===== src/rtl/reaction_timer.sv =====
// Reaction-timer core: random-delay WAIT, BCD elapsed-time RUN, best-score tracking
// and false-start detection for the seven-segment game board.
module reaction_timer #(
  parameter int DIGITS    = 6,
  parameter int TICK_DIV  = 50000,
  parameter int MIN_WAIT  = 1000,
  parameter int WAIT_BITS = 11
) (
  input  logic                  clk50M,
  input  logic                  Reset,
  input  logic                  Start,
  input  logic                  Stop,
  input  logic                  show_best,
  output logic [4*DIGITS-1:0]   disp,
  output logic [1:0]            state,
  output logic                  go_led,
  output logic                  false_start,
  output logic                  overflow,
  output logic                  best_valid,
  output logic                  new_best
);

  localparam int DW = 4 * DIGITS;
  localparam int PW = $clog2(TICK_DIV);
  localparam int LW = $clog2(MIN_WAIT + (1 << WAIT_BITS)) + 1;
  localparam logic [DW-1:0] ALL9 = {DIGITS{4'h9}};

  typedef enum logic [1:0] {
    S_IDLE = 2'b00,
    S_WAIT = 2'b01,
    S_RUN  = 2'b10,
    S_DONE = 2'b11
  } state_t;

  state_t          fsm, fsm_nxt;
  logic            start_q, stop_q, start_e, stop_e;
  logic [15:0]     lfsr;
  logic [PW-1:0]   presc;
  logic            tick, presc_clr;
  logic [LW-1:0]   delay, delay_nxt;
  logic [DW-1:0]   count, count_nxt, best, best_nxt;
  logic            fs_nxt, ov_nxt, bv_nxt, nb_nxt;

  function automatic logic [DW-1:0] bcd_inc(input logic [DW-1:0] v);
    logic [DW-1:0] r;
    logic          c;
    r = v;
    c = 1'b1;
    for (int i = 0; i < DIGITS; i++) begin
      if (c) begin
        if (v[4*i +: 4] == 4'd9) begin
          r[4*i +: 4] = 4'd0;
        end else begin
          r[4*i +: 4] = v[4*i +: 4] + 4'd1;
          c = 1'b0;
        end
      end
    end
    return r;
  endfunction

  assign start_e = Start & ~start_q;
  assign stop_e  = Stop & ~stop_q;
  assign tick    = (presc == PW'(TICK_DIV - 1));

  always_comb begin
    fsm_nxt   = fsm;
    delay_nxt = delay;
    count_nxt = count;
    best_nxt  = best;
    fs_nxt    = false_start;
    ov_nxt    = overflow;
    bv_nxt    = best_valid;
    nb_nxt    = 1'b0;
    presc_clr = 1'b0;
    case (fsm)
      S_IDLE, S_DONE: begin
        if (start_e) begin
          fsm_nxt   = S_WAIT;
          delay_nxt = LW'(MIN_WAIT) + LW'(lfsr[WAIT_BITS-1:0]);
          count_nxt = '0;
          fs_nxt    = 1'b0;
          ov_nxt    = 1'b0;
          presc_clr = 1'b1;
        end
      end
      S_WAIT: begin
        if (stop_e) begin
          fsm_nxt = S_DONE;
          fs_nxt  = 1'b1;
        end else if (tick) begin
          delay_nxt = delay - LW'(1);
          if (delay == LW'(1)) begin
            fsm_nxt   = S_RUN;
            count_nxt = '0;
            presc_clr = 1'b1;
          end
        end
      end
      default: begin
        if (tick) begin
          if (count == ALL9) ov_nxt = 1'b1;
          else               count_nxt = bcd_inc(count);
        end
        // The comparison uses the post-tick count so a Stop on a tick scores the increment.
        if (stop_e) begin
          fsm_nxt = S_DONE;
          if (!ov_nxt && (!best_valid || count_nxt < best)) begin
            best_nxt = count_nxt;
            bv_nxt   = 1'b1;
            nb_nxt   = 1'b1;
          end
        end
      end
    endcase
  end

  always_ff @(posedge clk50M) begin
    if (!Reset) begin
      fsm         <= S_IDLE;
      start_q     <= 1'b0;
      stop_q      <= 1'b0;
      lfsr        <= 16'h0001;
      presc       <= '0;
      delay       <= '0;
      count       <= '0;
      best        <= ALL9;
      false_start <= 1'b0;
      overflow    <= 1'b0;
      best_valid  <= 1'b0;
      new_best    <= 1'b0;
    end else begin
      fsm         <= fsm_nxt;
      start_q     <= Start;
      stop_q      <= Stop;
      lfsr        <= {lfsr[14:0], lfsr[15] ^ lfsr[13] ^ lfsr[12] ^ lfsr[10]};
      presc       <= (presc_clr || tick) ? '0 : presc + PW'(1);
      delay       <= delay_nxt;
      count       <= count_nxt;
      best        <= best_nxt;
      false_start <= fs_nxt;
      overflow    <= ov_nxt;
      best_valid  <= bv_nxt;
      new_best    <= nb_nxt;
    end
  end

  assign disp   = show_best ? best : count;
  assign state  = fsm;
  assign go_led = (fsm == S_RUN);

endmodule


===== config.mk =====
export PLATFORM = sky130hd
export DESIGN_NAME = reaction_timer
export DESIGN_NICKNAME = d
export VERILOG_FILES = /design/src/rtl/reaction_timer.sv
export SDC_FILE = /design/constraint.sdc
export NUM_CORES = 1
export LEC_CHECK = 0
export CAP_MARGIN = 30
export CORE_MARGIN = 2
export CORE_UTILIZATION = 50
export DETAILED_ROUTE_END_ITERATION = 8
export GPL_TIMING_DRIVEN = 0
export PLACE_DENSITY = 0.72
export SYNTH_ARGS = -nofsm -noshare
export SYNTH_HDL_FRONTEND = slang
export SYNTH_SLANG_ARGS = --single-unit

===== constraint.sdc =====
create_clock -name clk50M -period 4.2 [get_ports clk50M]
set_clock_uncertainty 0.1 [all_clocks]
set_input_delay 0.84 -clock clk50M [delete_from_list [all_inputs] [get_ports clk50M]]
set_output_delay 0.84 -clock clk50M [all_outputs]
set_load 0.005 [all_outputs]

# == Word level (Yosys, flattened, before mapping) ==
# Index checks and enable logic that the tools add are counted.
# classes
n_eq_ne,19
reduce_logical,18
add_sub_neg,9
mux,67
n_lt_le_gt_ge,1
bitwise,11
# op_table
operator,n
two-way mux 24 bit,8
case mux 24 bit (2 select lines),1
two-way mux 4 bit,11
two-way mux 13 bit,3
two-way mux 1 bit,34
case mux 13 bit (2 select lines),1
"adder 4 x 1 -> 4 bit, second input constant",6
"== test 24 bit, second input constant",1
"== test 4 bit, second input constant",6
< comparator 24 bit,1
"adder 16 x 1 -> 16 bit, second input constant",1
"== test 16 bit, second input constant",1
"== test 13 x 1 -> 1 bit, second input constant",1
"subtractor 13 x 1 -> 13 bit, second input constant",1
"adder 10 x 11 -> 12 bit, first input constant",1
AND reduction 4 bit,3
two-way mux 2 bit,5
"inequality test 2 bit, second input constant",5
"inequality test 3 bit, second input constant",2
NOT 1 bit,6
case mux 1 bit (2 select lines),3
AND reduction 3 bit,2
OR reduction 5 bit,1
"== test 2 bit, second input constant",2
13 further kinds,19
# totals
wordCells,137
out_inout_bits,31
in_bits,5
ff_bits,101

# == Longest topological paths before layout ==
# Gate-level depths: netlist of run 1.
# logic_depth
ltp_word,29
depth_mapped,16
mapped_depth_nobuf,14

# == Worst setup path after synthesis of run 1 ==
# No wires, ideal clock.
# synth_path
path_type,flip-flop to flip-flop
from,register count[8]
to,register best_valid
path_buffers,2
path_slack_ns,0.263
stages_incl_launch_ff,16
t_arrival_ns,3.723
setup_ns,0.115
required_ns,3.985
synth_period_minus_slack_ns,3.937
path_cell_list,dfxtp_1 > ha_1 > and3b_1 > clkbuf_1 > nand3_1 > nor3_1 > nand3_1 > mux2_2 > ha_1 > nand2_1 > nor4_1 > o311ai_1 > a311oi_4 > nor3_4 > buf_4 > o21a_1
# synth_via
elab_chain_len,22
elab_cells_between_ends,32
cone_classes,1 x add/sub; 1 x order compare; 2 x eq/ne; 24 x mux; 4 x reduce/logical
# synth_lines
element,line_no,text
start: declaration,41,"logic [DW-1:0] count, count_nxt, best, best_nxt;"
start signal: assignment,139,count <= count_nxt;
== test 4 bit,51,if (v[4*i +: 4] == 4'd9) begin
two-way mux 1 bit,51,
two-way mux 1 bit,50,if (c) begin
two-way mux 1 bit,102,if (count == ALL9) ov_nxt = 1'b1;
two-way mux 1 bit,101,if (tick) begin
two-way mux 1 bit,76,case (fsm)
two-way mux 1 bit,50,
two-way mux 1 bit,102,
[6 not listed],n/a,
two-way mux 4 bit,50,
two-way mux 24 bit,102,
two-way mux 24 bit,101,
two-way mux 24 bit,76,
< comparator 24 bit,108,if (!ov_nxt && (!best_valid || count_nxt < best)) begin
logical OR 1 bit,108,
logical AND 1 bit (*),108,
AND reduction 3 bit (no source line) (*),n/a,
end signal: assignment,143,best_valid <= bv_nxt;
end: declaration,19,"output logic best_valid,"
# Mark *: on every way between the ends. The rest lies on a longest branch, timed or not. The select of a mux whose other input is x is not followed.
# A chain may end at the register's enable or synchronous reset.

# == Final worst setup path of run 1 ==
# layout_path
from,register presc[0]
to,register best[12]
# layout_via
elab_chain_len,7
elab_cells_between_ends,10
cone_classes,1 x order compare; 1 x eq/ne; 4 x mux; 4 x reduce/logical
# layout_lines
element,line_no,text
start: declaration,38,logic [PW-1:0] presc;
start signal: assignment,137,presc <= (presc_clr || tick) ? '0 : presc + PW'(1);
== test 16 bit (*),64,assign tick = (presc == PW'(TICK_DIV - 1));
two-way mux 24 bit,101,
two-way mux 24 bit,76,
< comparator 24 bit,108,
logical OR 1 bit,108,
logical AND 1 bit,108,
AND reduction 3 bit (no source line),n/a,
end signal: assignment,140,best <= best_nxt;
end: declaration,41,
# Marks and branches as above.

==> impl_summary.md, run 1 <==
Outcome
The flow ran to the end, and the final reports show no timing, DRC or antenna violations.

Die
The initial standard-cell utilization of the core is 50.6%. The initialized floorplan defines 40 standard-cell rows. The floorplan step defined a die boundary enclosing 0.0129 mm^2. In this run the count of I/O pins placed on the die edge is 36. The die outline height is 114 um. The area inside the core boundary is 0.0119 mm^2. From left edge to right edge, the die measures 114 um.

STA
The fraction of the cycle the final worst path needs is 96.0%. The setup total negative slack is 0 ps. Setup repair after global routing left no endpoint under its margin. The headroom to the max-slew limit is 30.2%. Setup violations remaining at the end of the flow were counted as 0. The number of hold violations in the final report is 0. Final hold analysis gives a worst-case slack of 340 ps. The number of slew-limit violations in the final report is 0. The achievable clock frequency is 248 MHz. The slew of the pin with the lowest slew margin is 1030 ps. Subtracting the final worst setup slack from the clock period gives 4030 ps.

Across all setup checks in the final design, the least slack found is 170 ps.

Routing
The first routing iteration left 398 violations. The final layout contains routed wiring with a total length of 17.3 mm. For this run, design rule violations remaining after detail routing come to 0.

The first detailed-routing pass took 5 iterations. Dividing the detail-routed via count by the number of cells gives 6.25. The routed length per placed instance is 19.2 um. Summing over every cut layer, the via total after detailed routing is 5621.

The count of nets left with antenna violations once routing finished came out at 0.

Yosys
The synthesized net count is 744. Ranked by total cell area, the synthesized netlist is headed by dfxtp_1 34%, ha_1 9.0%, nand2_1 3.9%, mux2_2 3.8%, a22o_1 3.2%. Ranked by instance count, the synthesized netlist is headed by 101 x dfxtp_1, 62 x nand2_1, 44 x inv_1.

The synthesized netlist contains 75 unique library cells. Summed over all instances, the cell type with the most area after synthesis is dfxtp_1. The fraction of synthesis flops using an asynchronous set or reset pin is 0%. In the synthesized netlist the dominant register cell turns out to be dfxtp_1. Yosys mapped a number of flops with a built-in enable equal to 0.

The post-synthesis instance total is 696. After synthesis the cells add up to 0.00600 mm^2. The synthesis-stage register bit count is 101. Among all cell types in the netlist, the one instantiated most often is dfxtp_1. The Yosys step of the flow raised 0 warnings. The synthesized area per cell is 8.63 um^2. The share of the Yosys chip area taken by registers is 33.7%.

The portion of synthesized cell area occupied by the leading cell type is 33.7%.

Worst setup path
In this design, the critical path's most frequently occurring cell is buf_4. The number of buffers and inverters on the critical path is 4. Tracing the worst setup path back leads to its startpoint at presc[0]. Measured in cells, the most critical reg-to-reg path has a length of 16.

The peak fanout along the critical path is 10. On the worst path, the slowest cell contributes a delay of 390 ps. On the critical path the largest part of the delay comes from simple AND/OR/NAND/NOR gates.

For the worst setup path, the data required time is 4310 ps. The arrival time at the worst endpoint is 4140 ps. The critical path goes through ha_4 -> and3_1 -> nand4_1 -> buf_4 -> clkbuf_4 -> nor3_2 -> xnor2_1 -> inv_1 -> ha_1 -> nand2_1 -> nor4_4 -> o311ai_4 -> a311o_1 -> buf_4 -> a311oi_1 -> a31oi_1. The launching element type of the critical path is a register.

The setup path with the least slack is of type reg -> reg. The worst-case register-to-register setup slack is 170 ps. The largest individual stage delay along the critical path comes from the cell dfxtp_1. In this run the critical register-to-register path is launched from presc[0]. The reg-to-reg endpoint is best[12].

The kind of end point of the critical path is a register.

Cells and area
From synthesis to final layout, the design area changed by 18.4%. The layout cell share with drive strength beyond 1 is 13.3%. After filler insertion, the fill cell instance count of the layout stands at 1068. Cells fill 59.9% of the core in the end. 0 antenna diodes ended up in the layout.

The count of non-filler cells in the finished layout is 900. The net total in the final layout is 796.

CTS
The tree built by TritonCTS fans out to 101 sinks. Clock tree synthesis selected as its root buffer the cell clkbuf_16. The total clock buffers created by CTS is 9. The clock-pin slew on the worst setup and hold paths is 70 ps. The insertion delay of the later-clocked pin in the worst-skew pair is 360 ps. The hold buffer count at CTS is 0. The level count of the clock H-tree is 3.

The CTS tree is built. The clock tree buffer depth is 2.

Global routing
The via count of the first global-routing pass is 5364. Entering global routing, the biggest net connects 19 pins. After global routing the overflow that remains totals 0.

The number of antenna violations at the first check in global routing is 0. The aggregate global-route resource usage is 27.5%. The first global-routing pass estimated 27.7 mm of wire.

Place
Counting tap cells, the placed design contains a total of 878 instances. The final estimated routing congestion in global placement is 0.920. The worst-case setup slack after placement is -1160 ps. Once detailed placement completed, the half-perimeter wirelength came to 12.2 mm. Buffers placed on the I/O ports in this run total 35.

Job
Across the run, the number of max-cap violations was 0.

Worst hold path
The source of the worst hold timing path is lfsr[11]. The min-delay analysis places its worst path in the category reg -> reg. The number of cells traversed by the worst hold path is 1.

The worst min-delay path endpoint is lfsr[12].

Power and ir drop
In this run the power density over the cells is 392 mW/mm^2. The static leakage is 2.81 nW. The worst-case IR drop observed on VDD is 0.344 mV.
## power by group
part | switching, mW | internal, mW | total (mW)
clock network | 0.405 | 0.411 | 0.816
registers | 0.0771 | 1.03 | 1.11
logic | 0.517 | 0.350 | 0.866
## repair_timing
item / CTS / global route
buffers inserted: 6 / 2
setup endpoints to repair: 26 / 25
pin swaps: 4 / 7
gates resized for setup: 19 / 42
## final cells by class
cell class / count / area (um^2) / share of cell area, %
tap: 147 / 184 / 2.59
timing repair buffer: 43 / 410 / 5.77
buffer: 33 / 179 / 2.52
clock buffer: 9 / 225 / 3.17
inverter: 46 / 173 / 2.43
multi-input combinational: 514 / 3860 / 54.3
clock inverter: 7 / 55.1 / 0.774
sequential: 101 / 2020 / 28.5
## logic make-up after synthesis
group / share of synthesized area, %
AO/OA/AOI/OAI: 21.0
adder cells (fa/ha/maj): 8.96
flip-flops: 33.7
AND/OR/NAND/NOR: 21.2
buffers and inverters: 5.61
multiplexers: 5.92
XOR/XNOR: 3.65
## per-layer routing
| metal | vias to the layer above | GRT usage [%] | part of all wire [%] |
|---|---|---|---|
| li1 | 2681 | - | - |
| met2 | 208 | 44.6 | 48 |
| met3 | 47 | 5.69 | 6.9 |
| met5 | - | 0 | 0 |
| met1 | 2685 | 35.6 | 41 |
| met4 | 0 | 12.0 | 3.4 |
## worst max path at each step
| stage | slack [ps] | cells past startpoint | end |
|---|---|---|---|
| 5_1_grt | 5 | 15 | best[12] |
| 6_report | 170 | 16 | best[12] |
| 4_1_cts | 6 | 14 | best[19] |
| 3_3_place_gp | -1130 | 13 | best_valid |
| 3_5_place_dp | -1160 | 14 | best_valid |
| 2_1_floorplan | 260 | 15 | best_valid |
## sequential cells by signal, indices dropped and copies added (netlist names)
name	flops
best	24
count	24
lfsr	16
presc	16
delay	13
state	2
best_valid	1
false_start	1
new_best	1
overflow	1
start_q	1
stop_q	1
## placed cells by master (no fill, tap or decap), types with 5 or more instances in the layout
master,instances
o21ai_0,18
or3_1,6
nand3_1,17
a22o_1,22
nor4_1,12
nor2_1,40
xor2_1,14
and3_1,7
clkdlybuf4s50_1,35
a21oi_1,27
or2_2,5
nand3b_1,7
a311oi_2,5
buf_4,12
dfxtp_1,99
clkbuf_16,9
xnor2_1,11
nor3_1,13
ha_1,42
inv_1,44
nand4_1,10
o21ai_1,15
mux2i_1,12
o31ai_1,7
a31oi_1,14
mux2_2,20
and2_1,18
nand2_1,62
clkbuf_1,19
o31a_1,5
## metrics by stage
step / power [mW] / area, um^2
2_1_floorplan: 1.72 / 6000
3_3_place_gp: 1.94 / 6540
3_5_place_dp: 1.96 / 6540
4_1_cts: 2.78 / 6940
5_1_grt: 2.95 / 7110
6_report: 2.79 / 7110
Power figures use the tool's default switching activity.
==> run 2, diff against run 1 <==
--- a/config.mk
+++ b/config.mk
@@ -6,11 +6,12 @@
 export NUM_CORES = 1
 export LEC_CHECK = 0
 export CAP_MARGIN = 30
-export CORE_MARGIN = 2
+export CORE_MARGIN = 8
 export CORE_UTILIZATION = 50
 export DETAILED_ROUTE_END_ITERATION = 8
 export GPL_TIMING_DRIVEN = 0
 export PLACE_DENSITY = 0.72
+export SKIP_LAST_GASP = 1
 export SYNTH_ARGS = -nofsm -noshare
 export SYNTH_HDL_FRONTEND = slang
 export SYNTH_SLANG_ARGS = --single-unit
==> run 2 against run 1 <==
Net effect:
- worst setup slack worse by 100 ps
- fmax down 2.5%
- utilization up 0.063 points
- sequential share of layout area about the same
- power down 0.34%
- flip-flop and latch count unchanged
- combinational power up 0.5%
- critical path depth down 1
- largest power group unchanged
==> impl_summary.md, run 2 (synthesized netlist as in run 1, its figures left out) <==
Outcome
The flow ran to the end, and the final reports show no timing, DRC or antenna violations.

STA
The number of slew-limit violations in the final report was 0 (unchanged). The achievable clock frequency came to 242 MHz (-2.5%). The shortest clock period the worst path allows after layout came to 4130 ps (+103 ps). The final number of setup-violating endpoints came to 0 (unchanged). The slew of the pin with the lowest slew margin is 948 ps (-83.1 ps). Setup repair after global routing could not meet its margin everywhere.

The number of hold violations in the final report is 0 (unchanged). The final worst setup slack came to 67.3 ps (-103 ps). The fraction of the cycle the final worst path needs is 98.4% (+2.4 points).

The headroom to the max-slew limit came to 35.8% (+5.6 points).

Cells and area
The layout cell share with drive strength beyond 1 was 13.3% (-0.018 points). The net total in the final layout is 797 (+0.13%). The total of fill cells in the finished design is 1029 (-3.7%). The antenna diode instance count came to 0 (unchanged). The post-route cell area came to 0.00712 mm^2 (+0.11%). From synthesis to final layout, the design area changed by 18.5%. The count of non-filler cells in the finished layout is 901 (+0.11%).

Leaving out fill and tap cells, the most frequent cell in the layout is dfxtp_1. The fraction of the core area covered by cells at the end of the flow is 60.0% (+0.063 points). The largest registers in the layout are best: 24 flops, count: 24 flops. In the layout the commonest cells are 95 x dfxtp_1, 62 x nand2_1, 44 x inv_1.

Die
The initial standard-cell utilization of the core is 50.6% (unchanged). The number of ports placed on the die boundary is 36 (unchanged). The die outline area came to 0.0158 mm^2 (+22%). The area inside the core boundary is 0.0119 mm^2 (unchanged). The horizontal die dimension is 126 um (+11%). The die outline height came to 126 um (+11%).

The placement row count is 40 (unchanged).

Routing
The DRC violations left is 0 (unchanged). The total number of vias is 5667 (+0.82%). The count of TritonRoute iterations in the first routing pass came to 5 (unchanged). The number of DRC markers in iteration 0 is 482 (+21%).

The detail-routed via count per cell is 6.29 (+0.71%). The routed length per placed instance is 19.7 um (+2.3%). The final antenna-violating net count came to 0 (unchanged). The detailed-route wire length is 17.7 mm (+2.4%).

CTS
The clock net sink count came to 101 (unchanged). The insertion delay of the later-clocked pin in the worst-skew pair was 360 ps (about the same). The clock tree buffer depth is 2 (unchanged).

The CTS tree is built. The tree is rooted in a clkbuf_16. The clock-pin slew on the worst setup and hold paths was 70 ps (about the same). The level count of the clock H-tree came to 3 (unchanged). The hold buffer count at CTS is 0 (unchanged). The total clock buffers created by CTS is 9 (unchanged).

Place
The number of buffers added on ports is 35 (unchanged). The worst-case setup slack after placement is -1160 ps (+3.14 ps). The count of placed standard cells including taps came to 878 (unchanged).

The final estimated routing congestion in global placement is 0.910 (-1.0%). The detailed-placement wirelength estimate is 12.2 mm (+0.40%). The cell area after placement came to 0.00654 mm^2 (unchanged).

Worst setup path
The data required time at the worst endpoint is 4310 ps (about the same). The critical path is of the reg -> reg type. The number of cells on the worst reg-to-reg path was 15 (-1). The launching element type of the critical path is a register. The peak fanout along the critical path is 10 (unchanged).

The kind of end point of the critical path is a register. The arrival time at the worst endpoint is 4240 ps (+100 ps).

Worst hold path
The number of cells traversed by the worst hold path is 1 (unchanged). The path class of the tightest hold or removal check is reg -> reg.

Global routing
The via count of the first global-routing pass is 5618 (+4.7%). The number of antenna violations at the first check in global routing was 0 (unchanged). The aggregate global-route resource usage is 22.4% (-5.1 points). The total congestion overflow after global routing is 0 (unchanged). The wire length of the first global-routing pass is 28.5 mm (+3.0%). The largest net degree at the start of global routing came to 18 (-1).

Power and ir drop
The sequential fraction of design power is 39.9% (+0.2 points). The power density normalized to cell area is 391 mW/mm^2 (-0.44%). The logic gate share of total power is 31.3% (+0.2 points). The net switching power is 0.991 mW (-0.80%). The switching part of the total came to 35.6% (-0.16 points). The worst vdd rail ir drop is 0.363 mV (+5.3%). The total power is 2.78 mW (-0.34%). The portion of total power attributed to the clock network was 28.8% (-0.4 points).

The static leakage is 2.80 nW (-0.27%). The internal power consumption is 1.79 mW (about the same).

Job
The number of maximum-capacitance violations is 0 (unchanged).
[run 2: layout make-up]
| type | instances | area (um^2) | share of cell area [%] |
|---|---|---|---|
| timing repair buffer | 44 | 418 | 5.87 |
| buffer | 33 | 175 | 2.46 |
| inverter | 46 | 173 | 2.43 |
| multi-input combinational | 514 | 3860 | 54.3 |
| sequential | 101 | 2030 | 28.5 |
| clock buffer | 11 | 233 | 3.27 |
| tap | 147 | 184 | 2.58 |
| clock inverter | 5 | 41.3 | 0.580 |
[run 2: routing by layer]
metal / up-vias / track usage [%] / wire, um / share of wire (%)
met5: - / 0 / 0 / 0
met4: 0 / 10.2 / 512 / 2.9
met3: 43 / 6.16 / 1260 / 7.1
met2: 230 / 38.2 / 8750 / 49
met1: 2708 / 25.6 / 7190 / 41
li1: 2686 / - / - / -
[run 2: through the flow]
step	setup TNS, ps	hold slack [ps]
6_report	0	350
5_1_grt	-352	369
4_1_cts	0	348
3_5_place_dp	-25540	329
3_3_place_gp	-23400	320
2_1_floorplan	0	312
[run 2: critical path, cell delays in order (launching register included)]
cell,delay (ps)
dfxtp_1,350
inv_1,80
ha_1,200
and3b_1,170
buf_2,200
nand4_1,220
nor4_4,390
mux2i_2,290
ha_1,180
nand3_1,160
nor4_4,440
o311ai_4,200
a311o_1,360
clkbuf_4,230
a311oi_1,340
a31oi_1,70
[run 2: power by group through the flow]
stage	logic, mW	clock network (mW)	registers [mW]
after CTS	0.849	0.812	1.10
after global placement	0.821	0	1.12
after floorplan	0.608	0	1.11
after detailed placement	0.839	0	1.13
after global routing	0.958	0.847	1.12
final	0.870	0.802	1.11
[run 2: final timing paths]
check | from | endpoint | slack, ps
min | presc[0] | presc[0] | 350
min reg2reg | presc[0] | presc[0] | 350
max | count[13] | best[8] | 70
max reg2reg | count[13] | best[8] | 70
[run 2: what timing repair did]
item | CTS | global route
endpoints found under the setup margin | 26 | 25
pin swaps | 4 | 7
resized for setup | 25 | 34
setup buffers | 5 | 4
